File: config.mk
export PLATFORM = sky130hd
export DESIGN_NAME = violin_voice_scheduler
export DESIGN_NICKNAME = d
export VERILOG_FILES = /design/src/rtl/violin_voice_scheduler_pkg.sv /design/src/rtl/violin_voice_scheduler_voice_state.sv /design/src/rtl/violin_voice_scheduler.sv
export SDC_FILE = /design/constraint.sdc
export NUM_CORES = 1
export LEC_CHECK = 0
export CAP_MARGIN = 40
export CORE_ASPECT_RATIO = 0.6
export CORE_MARGIN = 2
export CORE_UTILIZATION = 54
export DETAILED_ROUTE_END_ITERATION = 6
export PLACE_DENSITY = 0.86
export SLEW_MARGIN = 20
export SYNTH_ARGS = -nofsm -noshare
export SYNTH_HDL_FRONTEND = slang
export SYNTH_SLANG_ARGS = --single-unit
File: constraint.sdc
create_clock -name clock -period 3.35 [get_ports clock]
set_input_delay 0.67 -clock clock [delete_from_list [all_inputs] [get_ports clock]]
set_output_delay 0.67 -clock clock [all_outputs]
set_load 0.1 [all_outputs]
File: src/rtl/violin_voice_scheduler_pkg.sv
// ---------------------------------------------------------------------------
// violin_voice_scheduler_pkg
//
// Purpose:
//   Shared widths and types for the violin voice scheduler. It holds the
//   configuration widths (long_percent phase width, audio sample width), the
//   oscillator table-select type and the per-voice playback state. It also
//   provides the helper that turns a voice state into a table select.
//
// Contents:
//   LONG_PERCENT_WIDTH   width of a table address (phase)
//   AUDIO_BIT_WIDTH      width of one table sample
//   DEFAULT_VOICES       default number of voices sharing the table
//   DEFAULT_ACC_W        default phase accumulator width
//   long_percent_t       table address type
//   oscillator_state_t   FRONT / BACK table select
//   voice_state_t        VOICE_IDLE / VOICE_FRONT / VOICE_BACK
//   to_oscillator_state  voice state -> table select (idle reads FRONT)
// ---------------------------------------------------------------------------
package violin_voice_scheduler_pkg;

  localparam int LONG_PERCENT_WIDTH = 16;
  localparam int AUDIO_BIT_WIDTH    = 16;
  localparam int DEFAULT_VOICES     = 4;
  localparam int DEFAULT_ACC_W      = LONG_PERCENT_WIDTH + 8;

  typedef logic [LONG_PERCENT_WIDTH-1:0] long_percent_t;

  typedef enum logic {
    FRONT = 1'b0,
    BACK  = 1'b1
  } oscillator_state_t;

  typedef enum logic [1:0] {
    VOICE_IDLE  = 2'd0,
    VOICE_FRONT = 2'd1,
    VOICE_BACK  = 2'd2
  } voice_state_t;

  // An idle voice still has an address issued for it, so it needs a table
  // select; FRONT is used so the table sees a well-defined request.
  function automatic oscillator_state_t to_oscillator_state(input voice_state_t s);
    return (s == VOICE_BACK) ? BACK : FRONT;
  endfunction

endpackage

File: src/rtl/violin_voice_scheduler_voice_state.sv
// ---------------------------------------------------------------------------
// violin_voice_state
//
// Purpose:
//   State and phase accumulator for one voice. FRONT plays the attack table
//   once; the carry out of the accumulator during an update moves the voice
//   to BACK, which then loops until note_off. Note events take effect
//   immediately and override any accumulator update in the same cycle;
//   note_on wins over note_off.
//
// Ports:
//   clock      in   system clock
//   reset      in   synchronous, active-high
//   note_on    in   start / retrigger pulse (voice -> FRONT, acc = 0)
//   note_off   in   stop pulse (voice -> IDLE, acc = 0)
//   update     in   advance the accumulator this cycle (ignored while idle)
//   increment  in   ACC_W-bit phase increment
//   state      out  current voice state
//   phase      out  top LONG_PERCENT_WIDTH bits of the accumulator
//   active     out  1 while the voice is in FRONT or BACK
// ---------------------------------------------------------------------------
module violin_voice_state
  import violin_voice_scheduler_pkg::*;
#(
  parameter int ACC_W = DEFAULT_ACC_W
) (
  input  logic             clock,
  input  logic             reset,
  input  logic             note_on,
  input  logic             note_off,
  input  logic             update,
  input  logic [ACC_W-1:0] increment,
  output voice_state_t     state,
  output long_percent_t    phase,
  output logic             active
);

  voice_state_t     state_q;
  voice_state_t     state_d;
  logic [ACC_W-1:0] acc_q;
  logic [ACC_W-1:0] acc_d;
  logic [ACC_W:0]   sum;

  // State and accumulator registers; reset parks the voice idle at phase 0.
  always_ff @(posedge clock) begin
    if (reset) begin
      state_q <= VOICE_IDLE;
      acc_q   <= '0;
    end else begin
      state_q <= state_d;
      acc_q   <= acc_d;
    end
  end

  // Next-state logic. Note events are checked first so they win over the
  // sweep's accumulator update. The extra sum bit is the carry that ends the
  // FRONT segment; the wrapped value is kept so BACK continues seamlessly.
  always_comb begin
    state_d = state_q;
    acc_d   = acc_q;
    sum     = {1'b0, acc_q} + {1'b0, increment};
    if (note_on) begin
      state_d = VOICE_FRONT;
      acc_d   = '0;
    end else if (note_off) begin
      state_d = VOICE_IDLE;
      acc_d   = '0;
    end else if (update && (state_q != VOICE_IDLE)) begin
      acc_d = sum[ACC_W-1:0];
      if ((state_q == VOICE_FRONT) && sum[ACC_W]) begin
        state_d = VOICE_BACK;
      end
    end
  end

  assign state  = state_q;
  assign phase  = acc_q[ACC_W-1 -: LONG_PERCENT_WIDTH];
  assign active = (state_q != VOICE_IDLE);

endmodule

File: src/rtl/violin_voice_scheduler.sv
// ---------------------------------------------------------------------------
// violin_voice_scheduler
//
// Purpose:
//   Time-multiplexes one shared violin wavetable (FRONT/BACK tables with a
//   registered read) among VOICES voices. Each sample_tick starts a sweep
//   that presents every voice's address to the table in turn, advances that
//   voice's accumulator, and captures the returned sample one cycle later.
//   sample_valid pulses once all voice_sample entries hold the new set.
//   Idle voices still get an address slot but store 0.
//
// Configuration macro:
//   VIOLIN_SCHED_OVERRUN_EN  adds overrun_count, a saturating count of
//                            sample_tick pulses dropped because a sweep
//                            was still running.
//
// Ports:
//   clock         in   system clock
//   reset         in   synchronous, active-high; aborts a running sweep
//   sample_tick   in   1-cycle audio-rate pulse; starts a sweep when idle
//   note_on       in   [VOICES] per-voice start / retrigger pulse
//   note_off      in   [VOICES] per-voice stop pulse
//   increment     in   [VOICES*ACC_W] per-voice phase increments, voice k
//                      at [k*ACC_W +: ACC_W]
//   table_state   out  table select (FRONT/BACK), registered
//   table_phase   out  table address, registered
//   table_sample  in   table data, valid one cycle after the address
//   voice_sample  out  [VOICES*AUDIO_BIT_WIDTH] latest sample per voice,
//                      voice k at [k*AUDIO_BIT_WIDTH +: AUDIO_BIT_WIDTH]
//   voice_active  out  [VOICES] voice in FRONT or BACK
//   sample_valid  out  1-cycle pulse: a complete sample set is available
//   busy          out  sweep in progress
//   overrun_count out  (macro only) dropped-tick count, saturating
// ---------------------------------------------------------------------------
module violin_voice_scheduler
  import violin_voice_scheduler_pkg::*;
#(
  parameter int VOICES = DEFAULT_VOICES,
  parameter int ACC_W  = DEFAULT_ACC_W
) (
  input  logic                              clock,
  input  logic                              reset,
  input  logic                              sample_tick,
  input  logic [VOICES-1:0]                 note_on,
  input  logic [VOICES-1:0]                 note_off,
  input  logic [VOICES*ACC_W-1:0]           increment,
  output oscillator_state_t                 table_state,
  output long_percent_t                     table_phase,
  input  logic [AUDIO_BIT_WIDTH-1:0]        table_sample,
  output logic [VOICES*AUDIO_BIT_WIDTH-1:0] voice_sample,
  output logic [VOICES-1:0]                 voice_active,
  output logic                              sample_valid,
  output logic                              busy
`ifdef VIOLIN_SCHED_OVERRUN_EN
  ,
  output logic [15:0]                       overrun_count
`endif
);

  localparam int IDX_W  = (VOICES > 1) ? $clog2(VOICES) : 1;
  localparam int SLOT_W = $clog2(VOICES + 1);
  localparam logic [SLOT_W-1:0] LAST_ISSUE = SLOT_W'(VOICES - 1);
  localparam logic [SLOT_W-1:0] LAST_SLOT  = SLOT_W'(VOICES);

  voice_state_t                 v_state [VOICES];
  long_percent_t                v_phase [VOICES];
  logic [VOICES-1:0]            update;
  logic [AUDIO_BIT_WIDTH-1:0]   sample_q [VOICES];

  logic [SLOT_W-1:0]            slot;
  logic                         issue_en;
  logic [IDX_W-1:0]             issue_idx;
  logic [IDX_W-1:0]             cap_idx;
  logic                         pres_idle;
  logic                         cap_idle;

  // One state machine per voice. A voice is updated in the cycle its
  // address sits on the table port (slot k of the sweep), so the address
  // always carries the value from before that update.
  for (genvar g = 0; g < VOICES; g++) begin : g_voice
    violin_voice_state #(
      .ACC_W(ACC_W)
    ) u_voice (
      .clock    (clock),
      .reset    (reset),
      .note_on  (note_on[g]),
      .note_off (note_off[g]),
      .update   (update[g]),
      .increment(increment[g*ACC_W +: ACC_W]),
      .state    (v_state[g]),
      .phase    (v_phase[g]),
      .active   (voice_active[g])
    );

    assign update[g] = busy && (slot == SLOT_W'(g));
    assign voice_sample[g*AUDIO_BIT_WIDTH +: AUDIO_BIT_WIDTH] = sample_q[g];
  end

  // Sweep sequencer. The slot counter runs 0..VOICES while busy: slots
  // 0..VOICES-1 present voices, slots 1..VOICES capture the data coming
  // back, so the final capture lands in slot VOICES and sample_valid follows.
  // Ticks seen while busy are simply not acted on.
  always_ff @(posedge clock) begin
    if (reset) begin
      busy         <= 1'b0;
      slot         <= '0;
      sample_valid <= 1'b0;
    end else begin
      sample_valid <= 1'b0;
      if (!busy) begin
        if (sample_tick) begin
          busy <= 1'b1;
          slot <= '0;
        end
      end else if (slot == LAST_SLOT) begin
        busy         <= 1'b0;
        slot         <= '0;
        sample_valid <= 1'b1;
      end else begin
        slot <= slot + SLOT_W'(1);
      end
    end
  end

  // Address selection. The table port is registered, so each voice's
  // address is loaded one cycle ahead of its slot: voice 0 on the accepted
  // tick, voice k+1 during slot k.
  always_comb begin
    issue_en  = 1'b0;
    issue_idx = '0;
    if (!busy) begin
      issue_en = sample_tick;
    end else if (slot < LAST_ISSUE) begin
      issue_en  = 1'b1;
      issue_idx = IDX_W'(slot + SLOT_W'(1));
    end
  end

  assign cap_idx = IDX_W'(slot - SLOT_W'(1));

  // Table address registers. Whether the presented voice was idle travels
  // alongside its address so the capture stage knows to store 0 instead of
  // whatever the table returns.
  always_ff @(posedge clock) begin
    if (reset) begin
      table_state <= FRONT;
      table_phase <= '0;
      pres_idle   <= 1'b1;
    end else if (issue_en) begin
      table_state <= to_oscillator_state(v_state[issue_idx]);
      table_phase <= v_phase[issue_idx];
      pres_idle   <= (v_state[issue_idx] == VOICE_IDLE);
    end
  end

  // Capture stage. The table data for the voice presented in slot k arrives
  // in slot k+1; the idle flag is delayed by one cycle to line up with it.
  always_ff @(posedge clock) begin
    if (reset) begin
      cap_idle <= 1'b1;
      for (int i = 0; i < VOICES; i++) begin
        sample_q[i] <= '0;
      end
    end else begin
      cap_idle <= pres_idle;
      if (busy && (slot != '0)) begin
        sample_q[cap_idx] <= cap_idle ? '0 : table_sample;
      end
    end
  end

`ifdef VIOLIN_SCHED_OVERRUN_EN
  // Dropped-tick counter: counts ticks that arrive while a sweep is still
  // running, and holds at all-ones rather than wrapping.
  always_ff @(posedge clock) begin
    if (reset) begin
      overrun_count <= '0;
    end else if (sample_tick && busy && (overrun_count != 16'hFFFF)) begin
      overrun_count <= overrun_count + 16'd1;
    end
  end
`endif

endmodule

==> results of run 1 <==
## metrics by stage
stage | std cells | util (%) | total power [mW] | hold WS [ps]
6_report | 2021 | 70.93 | 5.653 | 458.7
5_1_grt | 2021 | 70.93 | 5.814 | 476.2
4_1_cts | 2021 | 70.93 | 5.662 | 460.2
3_5_place_dp | 1989 | 68.20 | 3.549 | 449.4
3_3_place_gp | 1961 | 66.30 | 3.488 | 440.0
2_1_floorplan | 1457 | - | 3.150 | 417.4
## layer usage
metal / track usage, % / vias up
li1: - / 5806
met1: 46.06 / 5596
met2: 46.38 / 684
met3: 7.336 / 66
met4: 7.378 / 0
met5: 0 / -
## state kept, by name, summed over array words and instances, names as in the netlist
register / count
cap_idle: 1
g_voice.u_voice.acc_q: 96
pres_idle: 1
table_phase: 16
g_voice.u_voice.state: 8
busy: 1
table_state: 1
sample_valid: 1
slot: 3
sample_q: 64
## layout make-up
type	instances	area (sq um)	share of cell area, %
inverters	56	210.2	1.339
flip-flops and latches	192	4484	28.58
well taps	308	385.4	2.456
clock inverters	14	175.2	1.116
clock buffers	18	429.2	2.735
multi-input cells	1148	7283	46.41
repair buffers	285	2725	17.37
## where the power goes
part	switching, mW	internal [mW]	total [mW]
combinational	0.670	0.373	1.04
sequential	0.0266	2.44	2.47
clock	1.00	1.14	2.14
## final timing paths
kind                                 endpoint  depth (start not counted)
setup / recovery  g_voice[0].u_voice.state[0]                         10
hold / removal    g_voice[1].u_voice.acc_q[0]                          2
setup reg to reg  g_voice[0].u_voice.state[0]                          9
hold reg to reg   g_voice[1].u_voice.acc_q[0]                          2
## cells by family (layout without fill, tap and decap cells)
family                   after synthesis  in the layout  share of synthesized area, %
XOR/XNOR                              61             61                         4.375
AND/OR/NAND/NOR                      522            522                         19.44
AO/OA/AOI/OAI                        456            456                         24.35
adder cells (fa/ha/maj)              105            105                         11.00
multiplexers                           4              4                        0.3483
flip-flops                           192            192                         36.72
buffers and inverters                117            373                         3.760
## synth_stat cells, types with 4 or more instances
library cell  count
a211o_1           6
a211oi_1         36
a21o_1           49
a21oi_1         157
a22o_1            8
a311oi_1         20
a31o_2            5
a31oi_1          15
a32o_1            4
a41oi_1           7
and2_1           26
and3_1           16
buf_2             4
buf_4             4
clkbuf_1         51
dfxtp_1         128
edfxtp_1         64
fa_1              4
ha_1            101
inv_1            56
nand2_1         192
nand2b_1          6
nand3_1          39
nand4_1          12
nor2_1          147
nor2b_1           9
nor3_1           33
nor4_1            4
o2111ai_1         4
o211ai_1         14
o21a_1           13
o21ai_0          69
o21ai_1           4
o21bai_1          9
o31ai_1           9
or2_2             8
or3_1             8
or4_1             4
xnor2_1          42
xor2_1           19
## cell usage in the layout (no fill, tap or decap), drive strengths merged, types with 34 or more instances in the layout
cell	Yosys	final
a21oi	158	158
buf	10	135
o21ai	75	75
a211oi	37	37
edfxtp	64	64
inv	56	64
dfxtp	128	128
xnor2	42	42
nand2	192	192
nor2	147	147
clkdlybuf4s50	0	150
nand3	39	39
a21o	49	49
ha	101	101
nor3	34	34
## critical path, stage by stage
cell and delay, ps:
clkdlybuf4s50_1 420, ha_1 240, fa_1 450, a21o_1 220, a31oi_2 320, nor3_1 140, o21ba_2 220, o21ai_1 200
a41oi_1 190, a211oi_1 260
==> impl_metrics.tcl, run 1 <==
set metrics [dict create \
    yosysTopAreaCell "dfxtp_1" \
    setup.worst_path.start "increment[0]" \
    drive_gt1_share_pct 11.68 \
    outcome "complete, no violations" \
    antenna_cells 0 \
    hold_viol_final 0 \
    cts_buffers 17 \
    synth_seq_area_share_pct 36.72 \
    wl_met1_um 17110 \
    tightestPinTransition_ps 759.7 \
    antenna_found_initial 0 \
    post_cts_resized 0 \
    synth_area_sq_um 12210 \
    clk_pin_slew_worst_paths_ps 70 \
    routed-via-count 12150 \
    hpwl_um 29000 \
    cap_violations 0 \
    core-area_sq_um 22120 \
    final.period_utilization_pct 89.27 \
    fp-row-count 42 \
    routed_wl_um 37770 \
    ctsLongestPathBuffers 2 \
    place_ws_ps -41.78 \
    leakage_nw 6.551 \
    gr-total-overflow 0 \
    fp.dieW_um 198.2 \
    grt_pass1_wl_um 58490 \
    grt_max_degree 37 \
    cp-end-kind "flip-flop" \
    hp-class "reg2reg" \
    cts_tree "yes" \
    drtPass1Iterations 6 \
    first_iter_violations 1334 \
    dieArea_sq_um 23880 \
    fillCellCount 1669 \
    synth_top_area_share_pct 20.98 \
    io_buffers 209 \
    slew_viol_final 0 \
    ys_dominant_reg_cell "dfxtp_1" \
    design_area_sq_um 15690 \
    ys_async_sr_fraction_pct 0 \
    syn_avg_cell_area_sq_um 8.382 \
    syn_nets 1685 \
    top_layer "met4" \
    clockRootBuffer "clkbuf_16" \
    yosysUniqueCellTypes 72 \
    die_h_um 120.5 \
    vias_per_cell 6.013 \
    ys_warn_count 0 \
    fmax_mhz 334.4 \
    dr_wl_met3_um 4189 \
    syn2layout_area_growth_pct 28.49 \
    power.density_nw_per_um2 360.2 \
    r2r_start "g_voice[0].u_voice.acc_q[0]" \
    io_pins 210 \
    clk_latency_ps 440 \
    fin_crit_ps 2990 \
    layout.nets 1928 \
    maxSlewHeadroom_pct 49.36 \
    start_kind "input pin" \
    rrSetupSlack_ps 710 \
    vdd_drop_max_mv 0.3962 \
    path_max_fanout 5 \
    drc 0 \
    ant_nets 0 \
    gr-usage-all-layers_pct 31.33 \
    initial_core_util_pct 55.20 \
    wl_per_cell_um 18.69 \
    crit_required_ps 3700 \
    postCtsSetupRepairBufs 0 \
    synth_edf_count 64 \
    place_area_sq_um 15090 \
    crit_type "in2reg" \
    ys_top_cells_by_area "dfxtp_1 (21%), edfxtp_1 (16%), ha_1 (10%)" \
    finalWorstSetupSlack_ps 359.5 \
    ctsHoldBuffers 0 \
    grt_pass1_vias 11010 \
    postSynthCellCount 1457 \
    rsz0062_at_grt "false" \
    synth_seq_cells 192 \
    setup_viol 0 \
    min_from "g_voice[1].u_voice.acc_q[0]" \
    clock_skew_ps 10.40 \
    wl_met2_um 15780 \
    cp.arrival_ps 3340 \
    clock-sinks 192 \
    htreeDepth 4 \
    tns_ps 0 \
    place.gp.congestion 0.9620 \
]
No activity file was read; power rests on OpenSTA's default activity.
==> run 2, diff against run 1 <==
--- a/config.mk
+++ b/config.mk
@@ -5,7 +5,7 @@
 export SDC_FILE = /design/constraint.sdc
 export NUM_CORES = 1
 export LEC_CHECK = 0
-export CAP_MARGIN = 40
+export CAP_MARGIN = 5
 export CORE_ASPECT_RATIO = 0.6
 export CORE_MARGIN = 2
 export CORE_UTILIZATION = 54
==> impl_metrics.tcl, run 2 (synthesized netlist as in run 1, its figures left out) <==
set metrics [dict create \
    place_ws_ps -64.97 \
    dieArea_sq_um 23880 \
    clk_latency_ps 440 \
    r2r_start "g_voice[1].u_voice.acc_q[0]" \
    worst-r2r-cell-count 9 \
    hpwl_um 28290 \
    tightestPinTransition_ps 988.1 \
    vias_per_cell 5.994 \
    gr-usage-all-layers_pct 30.72 \
    largest_register "g_voice.u_voice.acc_q" \
    grt_pass1_vias 10920 \
    largest_register_ffs 96 \
    grt_max_degree 37 \
    finalWorstSetupSlack_ps 363.4 \
    cap_violations 0 \
    clock-sinks 192 \
    syn2layout_area_growth_pct 24.94 \
    final_common_cell "nand2_1" \
    whs_path_depth 2 \
    clockRootBuffer "clkbuf_16" \
    fin_crit_ps 2987 \
    leakage_nw 6.335 \
    crit_required_ps 3680 \
    postCtsSetupRepairBufs 0 \
    wl_per_cell_um 18.39 \
    routed_wl_um 36660 \
    initial_core_util_pct 55.20 \
    power.density_nw_per_um2 363.3 \
    drc 0 \
    rsz0062_at_grt "false" \
    cts_tree "yes" \
    vdd_drop_max_mv 0.3922 \
    grt_pass1_wl_um 57700 \
    maxSlewHeadroom_pct 33.92 \
    htreeDepth 4 \
    stdcell_count 1993 \
    ctsLongestPathBuffers 2 \
    cp.arrival_ps 3320 \
    die_h_um 120.5 \
    outcome "complete, no violations" \
    cts_buffers 17 \
    rrSetupSlack_ps 710 \
    io_pins 210 \
    min_to "g_voice[0].u_voice.acc_q[4]" \
    final_cell_mix "nand2_1 (192), a21oi_1 (156), clkdlybuf4s50_1 (150)" \
    path_max_fanout 3 \
    antenna_found_initial 0 \
    start_kind "input pin" \
    ctsHoldBuffers 0 \
    ant_nets 0 \
    first_iter_violations 1090 \
    clock_skew_ps 9.511 \
    clk_pin_slew_worst_paths_ps 80 \
    whs_ps 458.1 \
    tns_ps 0 \
    setup.worst_path.start "increment[24]" \
    fp-row-count 42 \
    antenna_cells 0 \
    hp-class "reg2reg" \
    reg.largest.list "g_voice.u_voice.acc_q x96, sample_q x64, table_phase x16" \
    cp-end-kind "flip-flop" \
    gr-total-overflow 0 \
    hold_viol_final 0 \
    reg2reg_to "g_voice[1].u_voice.acc_q[20]" \
    crit_type "in2reg" \
    slew_viol_final 0 \
    min_from "g_voice[0].u_voice.acc_q[4]" \
    setup_viol 0 \
    final.period_utilization_pct 89.15 \
    io_buffers 209 \
    fmax_mhz 334.8 \
    layout.nets 1900 \
    place.gp.congestion 0.9620 \
    drive_gt1_share_pct 10.21 \
    routed-via-count 11950 \
    drtPass1Iterations 5 \
    post_cts_resized 0 \
    core-area_sq_um 22120 \
    fp.dieW_um 198.2 \
    dpl.cell_count 1961 \
    power.total_mw 5.543 \
]
## run 2: how the worst max path moves through the flow
| stage | end | depth (start not counted) |
|---|---|---|
| after floorplan | sample_q[3][0] | 3 |
| after global placement | g_voice[0].u_voice.state[0] | 10 |
| after detailed placement | g_voice[0].u_voice.state[0] | 10 |
| after CTS | g_voice[0].u_voice.state[0] | 10 |
| after global routing | g_voice[0].u_voice.state[0] | 10 |
| final | g_voice[1].u_voice.acc_q[20] | 10 |
## run 2: per-layer routing
metal / part of all wire [%] / up-vias / track usage (%) / wire, um
met5: 0 / - / 0 / 0
met1: 46 / 5529 / 46.25 / 17000
met3: 11 / 32 / 6.862 / 4197
met2: 41 / 628 / 44.61 / 14960
li1: - / 5758 / - / -
met4: 1.4 / 0 / 6.767 / 499
## run 2: layout make-up
cell class / count / area (sq um)
Multi-Input combinational cell: 1148 / 7283
Fill cell: 1741 / 6865
Sequential cell: 192 / 4484
Timing Repair Buffer: 257 / 2305
Clock buffer: 17 / 425.4
Tap cell: 308 / 385.4
Inverter: 56 / 210.2
Clock inverter: 15 / 165.2
## run 2: worst max-delay path, stage by stage
cell and delay (ps):
clkdlybuf4s50_1 410, ha_1 240, fa_1 420, a21oi_1 180
o21ai_0 210, a21oi_2 210, a21boi_1 100, o2111a_1 300
or3_1 330, a32o_1 250
## run 2: where the power goes
part	total, mW	internal (mW)	switching (mW)
logic	0.994	0.337	0.657
registers	2.47	2.44	0.0257
clock network	2.08	1.06	1.01
## run 2: per-stage QoR
stage	cell area, sq um	utilization (%)
after floorplan	12210	-
after global placement	14670	66.30
after detailed placement	14670	66.30
after CTS	15260	68.97
after global routing	15260	68.97
final	15260	68.97
==> run 3, diff against run 2 <==
--- a/config.mk
+++ b/config.mk
@@ -7,7 +7,6 @@
 export LEC_CHECK = 0
 export CAP_MARGIN = 5
 export CORE_ASPECT_RATIO = 0.6
-export CORE_MARGIN = 2
 export CORE_UTILIZATION = 54
 export DETAILED_ROUTE_END_ITERATION = 6
 export PLACE_DENSITY = 0.86
==> impl_metrics.tcl, run 3 (synthesized netlist as in run 1, its figures left out) <==
set metrics [dict create \
    reg.largest.list "g_voice.u_voice.acc_q x96, sample_q x64, table_phase x16" \
    rsz0062_at_grt "false" \
    routed_wl_um 36840 \
    drive_gt1_share_pct 9.512 \
    worst-r2r-cell-count 8 \
    drtPass1Iterations 7 \
    grt_max_degree 37 \
    hold_viol_final 0 \
    vdd_drop_max_mv 0.3619 \
    layout.nets 1897 \
    dpl.cell_count 1958 \
    final_cell_mix "nand2_1 (192), clkdlybuf4s50_1 (157), a21oi_1 (156)" \
    clockRootBuffer "clkbuf_16" \
    syn2layout_area_growth_pct 25.02 \
    ctsHoldBuffers 0 \
    cp.arrival_ps 3320 \
    cts_tree "yes" \
    reg2reg_to "table_phase[11]" \
    cp-end-kind "flip-flop" \
    crit_type "in2reg" \
    cap_violations 0 \
    antenna_cells 0 \
    cts_buffers 17 \
    tightestPinTransition_ps 983.7 \
    cp_cell_sequence "clkdlybuf4s50_1 -> ha_1 -> fa_1 -> a21oi_1 -> o21ai_0 -> a21oi_2 -> a21boi_1 -> o2111a_1 -> o2111ai_1 -> a311oi_1" \
    crit_required_ps 3660 \
    hpwl_um 28140 \
    clk_pin_slew_worst_paths_ps 70 \
    routed-via-count 11970 \
    leakage_nw 6.319 \
    clk_latency_ps 450 \
    postCtsSetupRepairBufs 0 \
    finish.utilization_pct 69.01 \
    maxSlewHeadroom_pct 34.22 \
    core-area_sq_um 22120 \
    largest_register "g_voice.u_voice.acc_q" \
    slew_viol_final 0 \
    r2r_start "slot[0]" \
    drc 0 \
    fillCellCount 1706 \
    power.density_nw_per_um2 368.5 \
    finalWorstSetupSlack_ps 338.7 \
    hp-class "reg2reg" \
    seqCellArea_sq_um 4484 \
    place_ws_ps -49.93 \
    ant_nets 0 \
    fp.dieW_um 196.2 \
    first_iter_violations 1119 \
    grt_pass1_vias 11000 \
    final.period_utilization_pct 89.89 \
    fin_crit_ps 3011 \
    place_area_sq_um 14660 \
    worst_path_largest_cell_delay_ps 430 \
    vias_per_cell 6.013 \
    post_cts_resized 0 \
    dieArea_sq_um 23240 \
    final_common_cell "nand2_1" \
    fmax_mhz 332.1 \
    htreeDepth 4 \
    gr-total-overflow 0 \
    ctsLongestPathBuffers 2 \
    stdcell_count 1990 \
    path_max_fanout 3 \
    start_kind "input pin" \
    initial_core_util_pct 55.20 \
    grt_pass1_wl_um 57990 \
    whs_path_depth 1 \
    largest_register_ffs 96 \
    clock-sinks 192 \
    outcome "complete, no violations" \
    min_to "cap_idle" \
    clock_skew_ps 9.669 \
    place.gp.congestion 0.9857 \
    wl_per_cell_um 18.51 \
    multi_input_area_sq_um 7283 \
    die_h_um 118.5 \
    min_from "pres_idle" \
    setup_viol 0 \
    fp-row-count 42 \
    rrSetupSlack_ps 590 \
    antenna_found_initial 0 \
    crit_slowest_cell "fa_1" \
    io_pins 210 \
    gr-usage-all-layers_pct 31.66 \
    io_buffers 209 \
    design_area_sq_um 15270 \
]
## run 3: worst max-delay path: cells and delay by family
kind            cells  cell delay, ps
fa+ha+maj           2             670
buf+inv             1             410
compound gates      7            1570
## run 3: final cells by class
class                           count  share of cell area [%]
Tap cell                          308                   2.524
Timing Repair Buffer              254                   15.06
Sequential cell                   192                   29.37
Inverter                           56                   1.377
Multi-Input combinational cell   1148                   47.70
Clock inverter                     13                   1.131
Clock buffer                       19                   2.835
## run 3: stage by stage
step	setup TNS, ps	power (mW)	hold slack (ps)
after global routing	0	5.793	481.9
after floorplan	0	3.150	417.4
after detailed placement	-98.57	3.494	438.1
final	0	5.626	454.0
after global placement	0	3.480	428.8
after CTS	0	5.628	448.0
## run 3: report_power, final
| part | leakage, nW | internal [mW] | switching (mW) |
|---|---|---|---|
| Clock | 0.290 | 1.19 | 0.976 |
| Sequential | 1.69 | 2.44 | 0.0258 |
| Combinational | 4.33 | 0.335 | 0.652 |
| Total | 6.32 | 3.97 | 1.65 |
## run 3: worst max-delay path by stage
| stage | start | endpoint | depth (start not counted) |
|---|---|---|---|
| after CTS | increment[24] | g_voice[1].u_voice.acc_q[20] | 10 |
| after global routing | increment[24] | g_voice[1].u_voice.acc_q[20] | 10 |
| after floorplan | busy | sample_q[3][0] | 3 |
| after detailed placement | increment[24] | g_voice[1].u_voice.acc_q[20] | 10 |
| final | increment[24] | g_voice[1].u_voice.state[1] | 10 |
| after global placement | increment[24] | g_voice[1].u_voice.acc_q[20] | 10 |
## run 3: per-layer routing
| layer | wire length (um) | vias to the layer above | track usage, % |
|---|---|---|---|
| li1 | - | 5747 | - |
| met1 | 16910 | 5533 | 46.11 |
| met2 | 15260 | 636 | 46.24 |
| met3 | 4028 | 49 | 8.276 |
| met4 | 636 | 0 | 8.008 |
| met5 | 0 | - | 0 |
